### src/rtl/prog_loader.sv
// ============================================================================
// Module   : prog_loader
// Purpose  : Assembles a little-endian byte stream into 32-bit words, writes
//            them into instruction memory and releases the core when done.
// Revision : 1.0 - initial release
// ============================================================================
`timescale 1ns/1ps
`default_nettype none

module prog_loader #(
    parameter int ADDR_W         = 8,
    parameter int WORD_COUNT     = 256,
    parameter int TIMEOUT_CYCLES = 1000000
) (
    input  logic              clk,
    input  logic              rst_n,
    input  logic              start,
    input  logic              byte_valid,
    input  logic [7:0]        byte_data,
    output logic              byte_ready,
    output logic [ADDR_W-1:0] mem_addr,
    output logic              mem_load_en,
    output logic [31:0]       mem_load_inst,
    output logic [ADDR_W:0]   word_count,
    output logic              busy,
    output logic              done,
    output logic              error,
    output logic              cpu_run
);

    localparam logic [2:0] c_ST_IDLE  = 3'd0;
    localparam logic [2:0] c_ST_RECV  = 3'd1;
    localparam logic [2:0] c_ST_WRITE = 3'd2;
    localparam logic [2:0] c_ST_DONE  = 3'd3;
    localparam logic [2:0] c_ST_ERR   = 3'd4;

    localparam logic [ADDR_W:0] c_WC_LAST = (ADDR_W + 1)'(WORD_COUNT - 1);

    logic [2:0]        r_state;
    logic [2:0]        w_state_next;

    logic [1:0]        r_byte_idx;
    logic [23:0]       r_word;
    logic [ADDR_W-1:0] r_mem_addr;
    logic [ADDR_W:0]   r_word_count;
    logic [31:0]       r_mem_load_inst;

    logic              r_byte_ready;
    logic              r_mem_load_en;
    logic              r_busy;
    logic              r_done;
    logic              r_error;
    logic              r_cpu_run;

    logic              w_byte_ready_nxt;
    logic              w_mem_load_en_nxt;
    logic              w_busy_nxt;
    logic              w_done_nxt;
    logic              w_error_nxt;
    logic              w_cpu_run_nxt;

    logic              w_accept;
    logic              w_start_ok;
    logic              w_last_word;
    logic              w_tmo_hit;

    // byte_ready is registered from the next state, so it is high exactly in RECV.
    assign w_accept    = byte_valid && r_byte_ready;
    assign w_start_ok  = start && ((r_state == c_ST_IDLE) ||
                                   (r_state == c_ST_DONE) ||
                                   (r_state == c_ST_ERR));
    assign w_last_word = (r_word_count == c_WC_LAST);

    // ------------------------------------------------------------------
    // Inter-byte timeout; armed only once the first byte of a load arrives
    // ------------------------------------------------------------------
    generate
        if (TIMEOUT_CYCLES > 0) begin : g_tmo_on
            localparam int c_TMO_W = (TIMEOUT_CYCLES < 2) ? 1 : $clog2(TIMEOUT_CYCLES + 1);
            localparam logic [c_TMO_W-1:0] c_TMO_LAST = c_TMO_W'(TIMEOUT_CYCLES - 1);

            logic [c_TMO_W-1:0] r_tmo;
            logic               r_started;

            always_ff @(posedge clk or negedge rst_n) begin
                if (!rst_n) begin
                    r_tmo     <= '0;
                    r_started <= 1'b0;
                end else if (w_start_ok) begin
                    r_tmo     <= '0;
                    r_started <= 1'b0;
                end else if (r_state == c_ST_RECV) begin
                    if (w_accept) begin
                        r_tmo     <= '0;
                        r_started <= 1'b1;
                    end else if (r_started) begin
                        r_tmo <= r_tmo + 1'b1;
                    end
                end
            end

            // An acceptance in the expiry cycle wins over the timeout.
            assign w_tmo_hit = (r_state == c_ST_RECV) && r_started && !w_accept &&
                               (r_tmo == c_TMO_LAST);
        end else begin : g_tmo_off
            assign w_tmo_hit = 1'b0;
        end
    endgenerate

    // ------------------------------------------------------------------
    // FSM: state register
    // ------------------------------------------------------------------
    always_ff @(posedge clk or negedge rst_n) begin
        if (!rst_n) begin
            r_state <= c_ST_IDLE;
        end else begin
            r_state <= w_state_next;
        end
    end

    // ------------------------------------------------------------------
    // FSM: next-state logic
    // ------------------------------------------------------------------
    always_comb begin
        w_state_next = r_state;
        case (r_state)
            c_ST_IDLE: begin
                if (start) begin
                    w_state_next = c_ST_RECV;
                end
            end
            c_ST_RECV: begin
                if (w_accept && (r_byte_idx == 2'd3)) begin
                    w_state_next = c_ST_WRITE;
                end else if (w_tmo_hit) begin
                    w_state_next = c_ST_ERR;
                end
            end
            c_ST_WRITE: begin
                w_state_next = w_last_word ? c_ST_DONE : c_ST_RECV;
            end
            c_ST_DONE, c_ST_ERR: begin
                if (start) begin
                    w_state_next = c_ST_RECV;
                end
            end
            default: begin
                w_state_next = c_ST_IDLE;
            end
        endcase
    end

    // ------------------------------------------------------------------
    // FSM: output logic, decoded from the next state and then registered
    // ------------------------------------------------------------------
    always_comb begin
        w_byte_ready_nxt  = (w_state_next == c_ST_RECV);
        w_mem_load_en_nxt = (w_state_next == c_ST_WRITE);
        w_busy_nxt        = (w_state_next == c_ST_RECV) || (w_state_next == c_ST_WRITE);
        w_done_nxt        = (w_state_next == c_ST_DONE);
        w_cpu_run_nxt     = (w_state_next == c_ST_DONE);
        w_error_nxt       = (w_state_next == c_ST_ERR);
    end

    always_ff @(posedge clk or negedge rst_n) begin
        if (!rst_n) begin
            r_byte_ready  <= 1'b0;
            r_mem_load_en <= 1'b0;
            r_busy        <= 1'b0;
            r_done        <= 1'b0;
            r_cpu_run     <= 1'b0;
            r_error       <= 1'b0;
        end else begin
            r_byte_ready  <= w_byte_ready_nxt;
            r_mem_load_en <= w_mem_load_en_nxt;
            r_busy        <= w_busy_nxt;
            r_done        <= w_done_nxt;
            r_cpu_run     <= w_cpu_run_nxt;
            r_error       <= w_error_nxt;
        end
    end

    // ------------------------------------------------------------------
    // Datapath: word assembly, address and word counter
    // ------------------------------------------------------------------
    always_ff @(posedge clk or negedge rst_n) begin
        if (!rst_n) begin
            r_byte_idx      <= 2'd0;
            r_word          <= 24'd0;
            r_mem_addr      <= '0;
            r_word_count    <= '0;
            r_mem_load_inst <= 32'd0;
        end else if (w_start_ok) begin
            r_byte_idx   <= 2'd0;
            r_word       <= 24'd0;
            r_mem_addr   <= '0;
            r_word_count <= '0;
        end else begin
            case (r_state)
                c_ST_RECV: begin
                    if (w_accept) begin
                        r_byte_idx <= r_byte_idx + 2'd1;
                        case (r_byte_idx)
                            2'd0:    r_word[7:0]     <= byte_data;
                            2'd1:    r_word[15:8]    <= byte_data;
                            2'd2:    r_word[23:16]   <= byte_data;
                            default: r_mem_load_inst <= {byte_data, r_word};
                        endcase
                    end
                end
                c_ST_WRITE: begin
                    r_word_count <= r_word_count + 1'b1;
                    r_byte_idx   <= 2'd0;
                    // On the final word the address stays on the last location.
                    if (!w_last_word) begin
                        r_mem_addr <= r_mem_addr + 1'b1;
                    end
                end
                default: begin
                end
            endcase
        end
    end

    assign byte_ready    = r_byte_ready;
    assign mem_addr      = r_mem_addr;
    assign mem_load_en   = r_mem_load_en;
    assign mem_load_inst = r_mem_load_inst;
    assign word_count    = r_word_count;
    assign busy          = r_busy;
    assign done          = r_done;
    assign error         = r_error;
    assign cpu_run       = r_cpu_run;

endmodule

`default_nettype wire

### config.mk
export PLATFORM = sky130hd
export DESIGN_NAME = prog_loader
export DESIGN_NICKNAME = d
export VERILOG_FILES = /design/src/rtl/prog_loader.sv
export SDC_FILE = /design/constraint.sdc
export NUM_CORES = 1
export LEC_CHECK = 0
export ABC_AREA = 1
export CAP_MARGIN = 5
export CORE_MARGIN = 2
export CORE_UTILIZATION = 50
export DETAILED_ROUTE_END_ITERATION = 8
export GPL_ROUTABILITY_DRIVEN = 0
export PLACE_DENSITY = 0.75
export SLEW_MARGIN = 0
export SYNTH_ARGS = -nofsm -noshare
export SYNTH_HDL_FRONTEND = slang
export SYNTH_SLANG_ARGS = --single-unit
### constraint.sdc
create_clock -name clk -period 3.6 [get_ports clk]
set_input_delay 0.9 -clock clk [delete_from_list [all_inputs] [get_ports clk]]
set_output_delay 0.9 -clock clk [all_outputs]
set_load 0.01 [all_outputs]
Yosys cells after proc, flatten, opt, wreduce, memory -nomap -nowiden
Index checks and enable logic that the tools add are counted.
Storage, ports and cells
  bits in registers: 104
  bits of input ports: 12
  output and inout bits: 55
  logic and storage cells: 92
Cells by class
  $add $sub $neg: 4
  eq/ne operators: 15
  mux-type cells: 26
  bitwise gates (word level): 2
  reductions and logical operators: 30
Operator list (count)
  2-to-1 mux 20 bit: 4
  2-to-1 mux 24 bit: 3
  2-to-1 mux 8 bit: 6
  adder 20 x 1 -> 20 bit (second input constant): 1
  equality test 20 bit (second input constant): 1
  2-to-1 mux 9 bit: 2
  equality test 3 x 2 -> 1 bit (second input constant): 4
  nonzero test 2 bit: 6
  adder 9 x 1 -> 9 bit (second input constant): 1
  equality test 9 x 8 -> 1 bit (second input constant): 1
  2-to-1 mux 3 bit: 3
  case mux 3 bit (3 select lines): 1
  AND reduction 3 bit: 3
  adder 8 x 1 -> 8 bit (second input constant): 1
  AND reduction 2 bit: 4
  equality test 3 x 1 -> 1 bit (second input constant): 2
  equality test 3 bit (second input constant): 2
  logical AND 1 bit: 6
  2-to-1 mux 2 bit: 3
  nonzero test 3 bit: 2
  OR reduction 3 bit: 2
  equality test 2 bit (second input constant): 2
  case mux 2 bit (2 select lines): 1
  AND reduction 4 bit: 1
  other kinds (10): 15

Logic depth before layout (Yosys ltp)
Gate-level depths: netlist of the first run.
  depth after elaboration: 9
  mapped depth: 11
  depth with buffers taken out: 11

Worst setup path after synthesis of the first run
No wires, ideal clock.
  path kind: input -> register
  start point: input port byte_valid
  end point: register g_tmo_on.r_tmo[19]
  library setup time: 0.076 ns
  data arrival time: 1.897 ns
  required time: 3.524 ns
  slack: 1.627 ns
  stages: 5
  buffers on the path: 0
  cells stage by stage: nand2_1 clkinv_1 nor3_1 nand3_1 o21ai_1
Between the ends
  longest elaborated chain between the ends: 4
  elaborated cells on any way between the ends: 6
  classes of those cells: mux (3); reduce/logical (3)
Ends and longest elaborated chain
  start: declaration: RTL line 18  | input logic byte_valid,
  logical AND 1 bit (*): RTL line 68  | assign w_accept = byte_valid && r_byte_ready;
  2-to-1 mux 20 bit: RTL line 93  | if (w_accept) begin
  2-to-1 mux 20 bit: RTL line 92  | end else if (r_state == c_ST_RECV) begin
  2-to-1 mux 20 bit: RTL line 89  | end else if (w_start_ok) begin
  end signal: assignment: RTL line 97  | r_tmo <= r_tmo + 1'b1;
  end: declaration: RTL line 82  | logic [c_TMO_W-1:0] r_tmo;
Mark *: on every way between the ends. The rest lies on a longest branch, timed or not. The select of a mux whose other input is x is not followed.
A chain may end at the register's enable or synchronous reset.

Worst setup path in the final report of the first run
Ends and elaborated chain as after synthesis.

==> metrics, run 1 <==
outcome=completed; pwr dens=656 nW/um2; post-route cell area=6080 um2; vias in the first global route=slightly below 4000; DP Wirelength=around 7900 um; H-tree levels=3; Final Setup Violations=0; clock root cell=clkbuf_8; Slowest-stage cell, CP=nor3_1; Hold Path Class=flip-flop to flip-flop; Tmin final=roughly 2.4 ns; Antenna diodes=0; DRC=0; number of DRC markers in iteration 0=between 150 and 200; # hold bufs at CTS=0; register area share after synthesis=between 50% and 60%; syn nets=between 600 and 700; fin crit share=65.5%; Die ar.=around 11000 um2; first-pass GRT wire length=between 15000 and 20000 um; crit start category=input pin; core area=a little under 10000 um2; crit-path max FO=9; Max Fclk=~420 MHz; combinational family with the most area after synthesis=simple AND/OR/NAND/NOR gates; leakage power=a little under 3 nW; syn_area_per_cell=around 8.6 um2; TritonCTS clock tree=yes; largest net degree at the start of global routing=60; GRT Overall Usage=21.0%; Final Max Slew Viols=0; Nets=between 600 and 700; row cnt=36; mux contribution to synthesized area=under 10%; Post-synth top cells=nand2_1 (151), dfrtp_1 (104), inv_1 (70); max-cap violations=0; final hold viol count=0; initial antenna violation count=0; CTS buffer count=9; Worst EP required=about 4 ns; area of placed instances=5870 um2; leading area contributor after synthesis=dfrtp_1; slowest stage delay, CP=0.53 ns; top-area cell type share of the netlist area=slightly above 50%; Worst Setup End Kind=flip-flop; Synth Area in Compound Gates=under 10%; via count=between 4000 and 5000; Synth Register Bits=approximately 100; share of cells above drive strength 1=~8.2%; most common cell in the netlist=nand2_1; Setup Skew=between 0.01 and 0.015 ns; simple-gate share of the synthesized area=24.4%; Port Buffers=66; Synth warnings=0; unrepaired setup endpoints after global routing=false; Longest Clk Path Bufs=2; Die Ht=between 100 and 150 um; Peak supply drop=approximately 0.00034 V; Mapped Cells=just under 600; post-synthesis async set-or-reset flop share=100%; Final TNS setup=0 ns; Crit Path Class=input pin to flip-flop; # Post-CTS Setup Buffers=0; final worst setup slack=about 1.2 ns; ys flop type=dfrtp_1; synth unique cells=39; global route overflow=0; vias per cell=5.25; Worst-Margin Slew=~0.74 ns; drt total wl=between 10000 and 15000 um; first-pass iteration count of the detailed router=6; Avg WL per Cell=between 10 and 15 um; Synth Area in Adders=2.20%; Synth area leaders=dfrtp_1 (51%), nand2_1 (11%), inv_1 (5.1%); Initial Util=51.9%; EDFF count, synth=0; Syn Std Cell Area=slightly above 5000 um2; clock slew at reported path FFs=0.11 ns; worst path cell trace=clkdlybuf4s50_1, nand2_1, clkinv_1, nor3_1, nand3_1, o21ai_1; # clock sinks=between 100 and 150; Detail Route Antenna Nets=0; Clk Latency, worst-skew pair=about 0.37 ns; xor and xnor fraction of the mapped netlist area=roughly 1.4%; die width=105 um; Area Overhead vs Synth=18.8%; Max-Slew Margin vs Limit=50.5%; post_cts resized=0; DP Worst Slack=0.878 ns; I/O pins=67; CP Data Arrival Time=between 2 and 3 ns
## final timing paths
check	cells past startpoint	endpoint	slack, ns	start
min in group asynchronous	1	mem_load_inst[4]$_DFFE_PN0P_	0.58	rst_n
worst min register to register	2	r_word[19]$_DFFE_PN0P_	0.50	r_word[19]$_DFFE_PN0P_
worst min-delay path	2	r_word[19]$_DFFE_PN0P_	0.50	r_word[19]$_DFFE_PN0P_
worst max register to register	9	g_tmo_on.r_tmo[16]$_DFFE_PN0P_	1.60	g_tmo_on.r_tmo[0]$_DFFE_PN0P_
max in group asynchronous	2	g_tmo_on.r_tmo[4]$_DFFE_PN0P_	2.19	rst_n
worst max-delay path	6	g_tmo_on.r_tmo[19]$_DFFE_PN0P_	1.24	byte_valid
## cell usage in the layout, fill, tap and decap left out, types with 3 or more instances in the layout
cell / netlist / final
nand2_1: 151 / 151
dfrtp_1: 104 / 104
inv_1: 70 / 70
clkdlybuf4s50_1: 0 / 65
nor2_1: 56 / 56
nand3_1: 44 / 44
o21ai_1: 38 / 38
o21ai_0: 19 / 19
mux2_4: 16 / 16
nand4_1: 13 / 13
a21oi_1: 11 / 11
ha_1: 9 / 9
clkbuf_8: 0 / 9
nor3_1: 7 / 7
xor2_1: 7 / 7
inv_2: 3 / 3
nand2_2: 3 / 3
inv_6: 0 / 3
clkinv_8: 0 / 3
buf_4: 2 / 3
## sequential cells by signal, indices dropped and copies added, names as in the netlist, 2 cells and up
| name | count |
|---|---|
| word_count | 9 |
| mem_addr | 8 |
| r_byte_idx | 2 |
| g_tmo_on.r_tmo | 20 |
| r_word | 24 |
| mem_load_inst | 32 |
| r_state | 3 |
## metrics by stage
step | cells | power [W] | util [%] | hold WS, ns
final | 794 | 0.00399 | 61.7 | 0.499
after global routing | 794 | 0.00426 | 61.7 | 0.530
after global placement | 778 | 0.00320 | 59.5 | 0.472
after floorplan | 593 | 0.00262 | - | 0.459
after detailed placement | 778 | 0.00326 | 59.5 | 0.478
after CTS | 794 | 0.00401 | 61.7 | 0.503
## layer usage
layer | global-route usage, % | up-vias | routed length (um)
met5 | 0 | - | 0
met4 | 5.43 | 0 | 166
met3 | 4.24 | 14 | 639
met2 | 33.4 | 146 | 5200
met1 | 29.4 | 1982 | 5040
li1 | - | 2030 | -
## cell type report
cell class	instances	area, um2
inverters	75	282
flip-flops and latches	104	2600
multi-input cells	397	2120
fillers	840	3780
well taps	133	166
clock inverters	7	91.3
clock buffers	9	124
repair buffers	69	693
## critical path: cells and delay by family
family          cells  cell delay (ns)
compound gates      1             0.09
simple gates        3             0.95
buf+inv             2             0.71
## cells by family (layout without fill, tap and decap cells)
logic type | after synthesis | count (layout)
multiplexers | 16 | 16
AO/OA/AOI/OAI | 80 | 80
flip-flops | 104 | 104
AND/OR/NAND/NOR | 284 | 284
adder cells (fa/ha/maj) | 9 | 9
buffers and inverters | 92 | 160
XOR/XNOR | 8 | 8
## report_power, final
part | switching [W] | internal [W]
Sequential | 0.000230 | 0.00151
Clock | 0.000475 | 0.000286
Combinational | 0.000766 | 0.000717
Total | 0.00147 | 0.00252
(Power assumes the default switching activity.)
==> inputs of run 2 (changes only) <==
- clock period: 3.6 -> 2.4 ns (I/O delays scaled with it)
==> metrics, run 2 (same netlist as run 1, synthesis figures left out) <==
Tmin final=2.00 ns; Detail Route Antenna Nets=0 (unchanged); Clk Latency, worst-skew pair=0.37 ns (about the same); via count=4118 (-1.3%); GRT Overall Usage=21.2% (+0.24 points); Worst EP required=1.80 ns (-2.10 ns); Area Overhead vs Synth=19.5%; Die ar.=11100 um2 (unchanged); Max Fclk=about 500 MHz; first-pass GRT wire length=19200 um (+1.9%); Peak supply drop=0.000527 V (+55%); TritonCTS clock tree=yes; initial antenna violation count=0 (unchanged); Die Ht=105 um (unchanged); crit start category=flip-flop; Worst-Margin Slew=0.654 ns (-0.0889 ns); CP delay by family, top=buffers and inverters; CP Data Arrival Time=1.40 ns (-1.26 ns); Initial Util=51.9% (unchanged); vias per cell=5.16 (-1.8%); Max-Slew Margin vs Limit=56.4% (+5.9 points); final hold viol count=0 (unchanged); Port Buffers=66 (unchanged); row cnt=36 (unchanged); pwr dens=978 nW/um2 (+49%); fin crit share=83.5%; first-pass iteration count of the detailed router=5 (-1); # hold bufs at CTS=0 (unchanged); most common cell after layout, fill and taps aside=nand2_1; max reg flops=32 (unchanged); met1 global-route usage=28.9% (-0.50 points); grt met3 use=3.99% (-0.25 points); GRT met2 Usage=34.5% (+1.1 points); drt total wl=11100 um (+0.13%); # Post-CTS Setup Buffers=0 (unchanged); worst path cell trace=clkdlybuf4s50_1; outcome=completed; Final TNS setup=0 ns (unchanged); # clock sinks=104 (unchanged); Slowest-stage cell, CP=clkdlybuf4s50_1; most frequent cells in the layout=nand2_1 (151), dfrtp_1 (104), inv_1 (70); I/O pins=67 (unchanged); unrepaired setup endpoints after global routing=false; clock slew at reported path FFs=0.10 ns (about the same); clock root cell=clkbuf_8; Crit Path Class=flip-flop to output port; H-tree levels=3 (unchanged); DRC=0 (unchanged); Avg WL per Cell=13.9 um (-0.38%); max-cap violations=0 (unchanged); largest net degree at the start of global routing=49 (-18%); number of DRC markers in iteration 0=251 (+36%); global route overflow=0 (unchanged); slowest stage delay, CP=0.58 ns (+0.05 ns); Final Max Slew Viols=0 (unchanged); Worst Setup End Kind=output port; crit-path max FO=5 (-4); DP Wirelength=7990 um (+1.6%); CTS buffer count=9 (unchanged); crit path buf inv count=1 (-1); Nets=681 (+0.59%); post_cts resized=0 (unchanged); Hold Path Class=input pin to async pin; Antenna diodes=0 (unchanged); core area=9860 um2 (unchanged); GRT busiest layer=met2; Longest Clk Path Bufs=2 (unchanged); die width=105 um (unchanged); Setup Skew=0.00959 ns (-0.00479 ns); Final Setup Violations=0 (unchanged); share of cells above drive strength 1=8.72% (+0.55 points); leakage power=2.93 nW (+0.78%); vias in the first global route=4076 (+3.4%); Final Power=0.00598 W (+50%)
-- run 2: worst paths after layout --
kind	to	startpoint	cells past startpoint	slack, ns
max in group asynchronous	g_tmo_on.r_tmo[15]$_DFFE_PN0P_	rst_n	2	1.52
hold reg to reg	mem_load_inst[28]$_DFFE_PN0P_	mem_load_inst[28]$_DFFE_PN0P_	2	0.50
hold / removal	mem_load_inst[6]$_DFFE_PN0P_	rst_n	1	0.17
setup reg to reg	g_tmo_on.r_tmo[16]$_DFFE_PN0P_	g_tmo_on.r_tmo[0]$_DFFE_PN0P_	9	0.43
setup / recovery	mem_addr[5]	mem_addr[5]$_DFFE_PN0P_	1	0.40
min in group clk	mem_load_inst[28]$_DFFE_PN0P_	mem_load_inst[28]$_DFFE_PN0P_	2	0.50
-- run 2: area by class of cell --
class	count	area, um2
inverters	75	282
repair buffers	73	736
flip-flops and latches	104	2600
fillers	833	3750
clock inverters	7	81.3
clock buffers	9	124
multi-input cells	397	2120
well taps	133	166
-- run 2: metrics by stage --
stage / instances / area [um2] / hold WS (ns) / setup WS (ns) / util, %
finish: 798 / 6110 / 0.169 / 0.395 / 62.0
global route: 798 / 6110 / 0.188 / 0.231 / 62.0
CTS: 798 / 6110 / 0.173 / 0.374 / 62.0
detailed placement: 782 / 5910 / 0.480 / 0.0231 / 59.9
global placement: 782 / 5910 / 0.473 / 0.0748 / 59.9
floorplan: 593 / 5120 / 0.304 / 0.648 / -
-- run 2: layer usage --
| metal | vias up | routed length [um] |
|---|---|---|
| met5 | - | 0 |
| met4 | 0 | 181 |
| met3 | 22 | 620 |
| met2 | 127 | 5230 |
| met1 | 1923 | 5030 |
| li1 | 2046 | - |
-- run 2: power breakdown --
group	switching (W)	total (W)	leakage (nW)	internal, W
Sequential	0.000351	0.00262	1.37	0.00227
Combinational	0.00116	0.00226	1.45	0.00110
Clock	0.000676	0.00110	0.104	0.000422
Total	0.00219	0.00598	2.93	0.00379
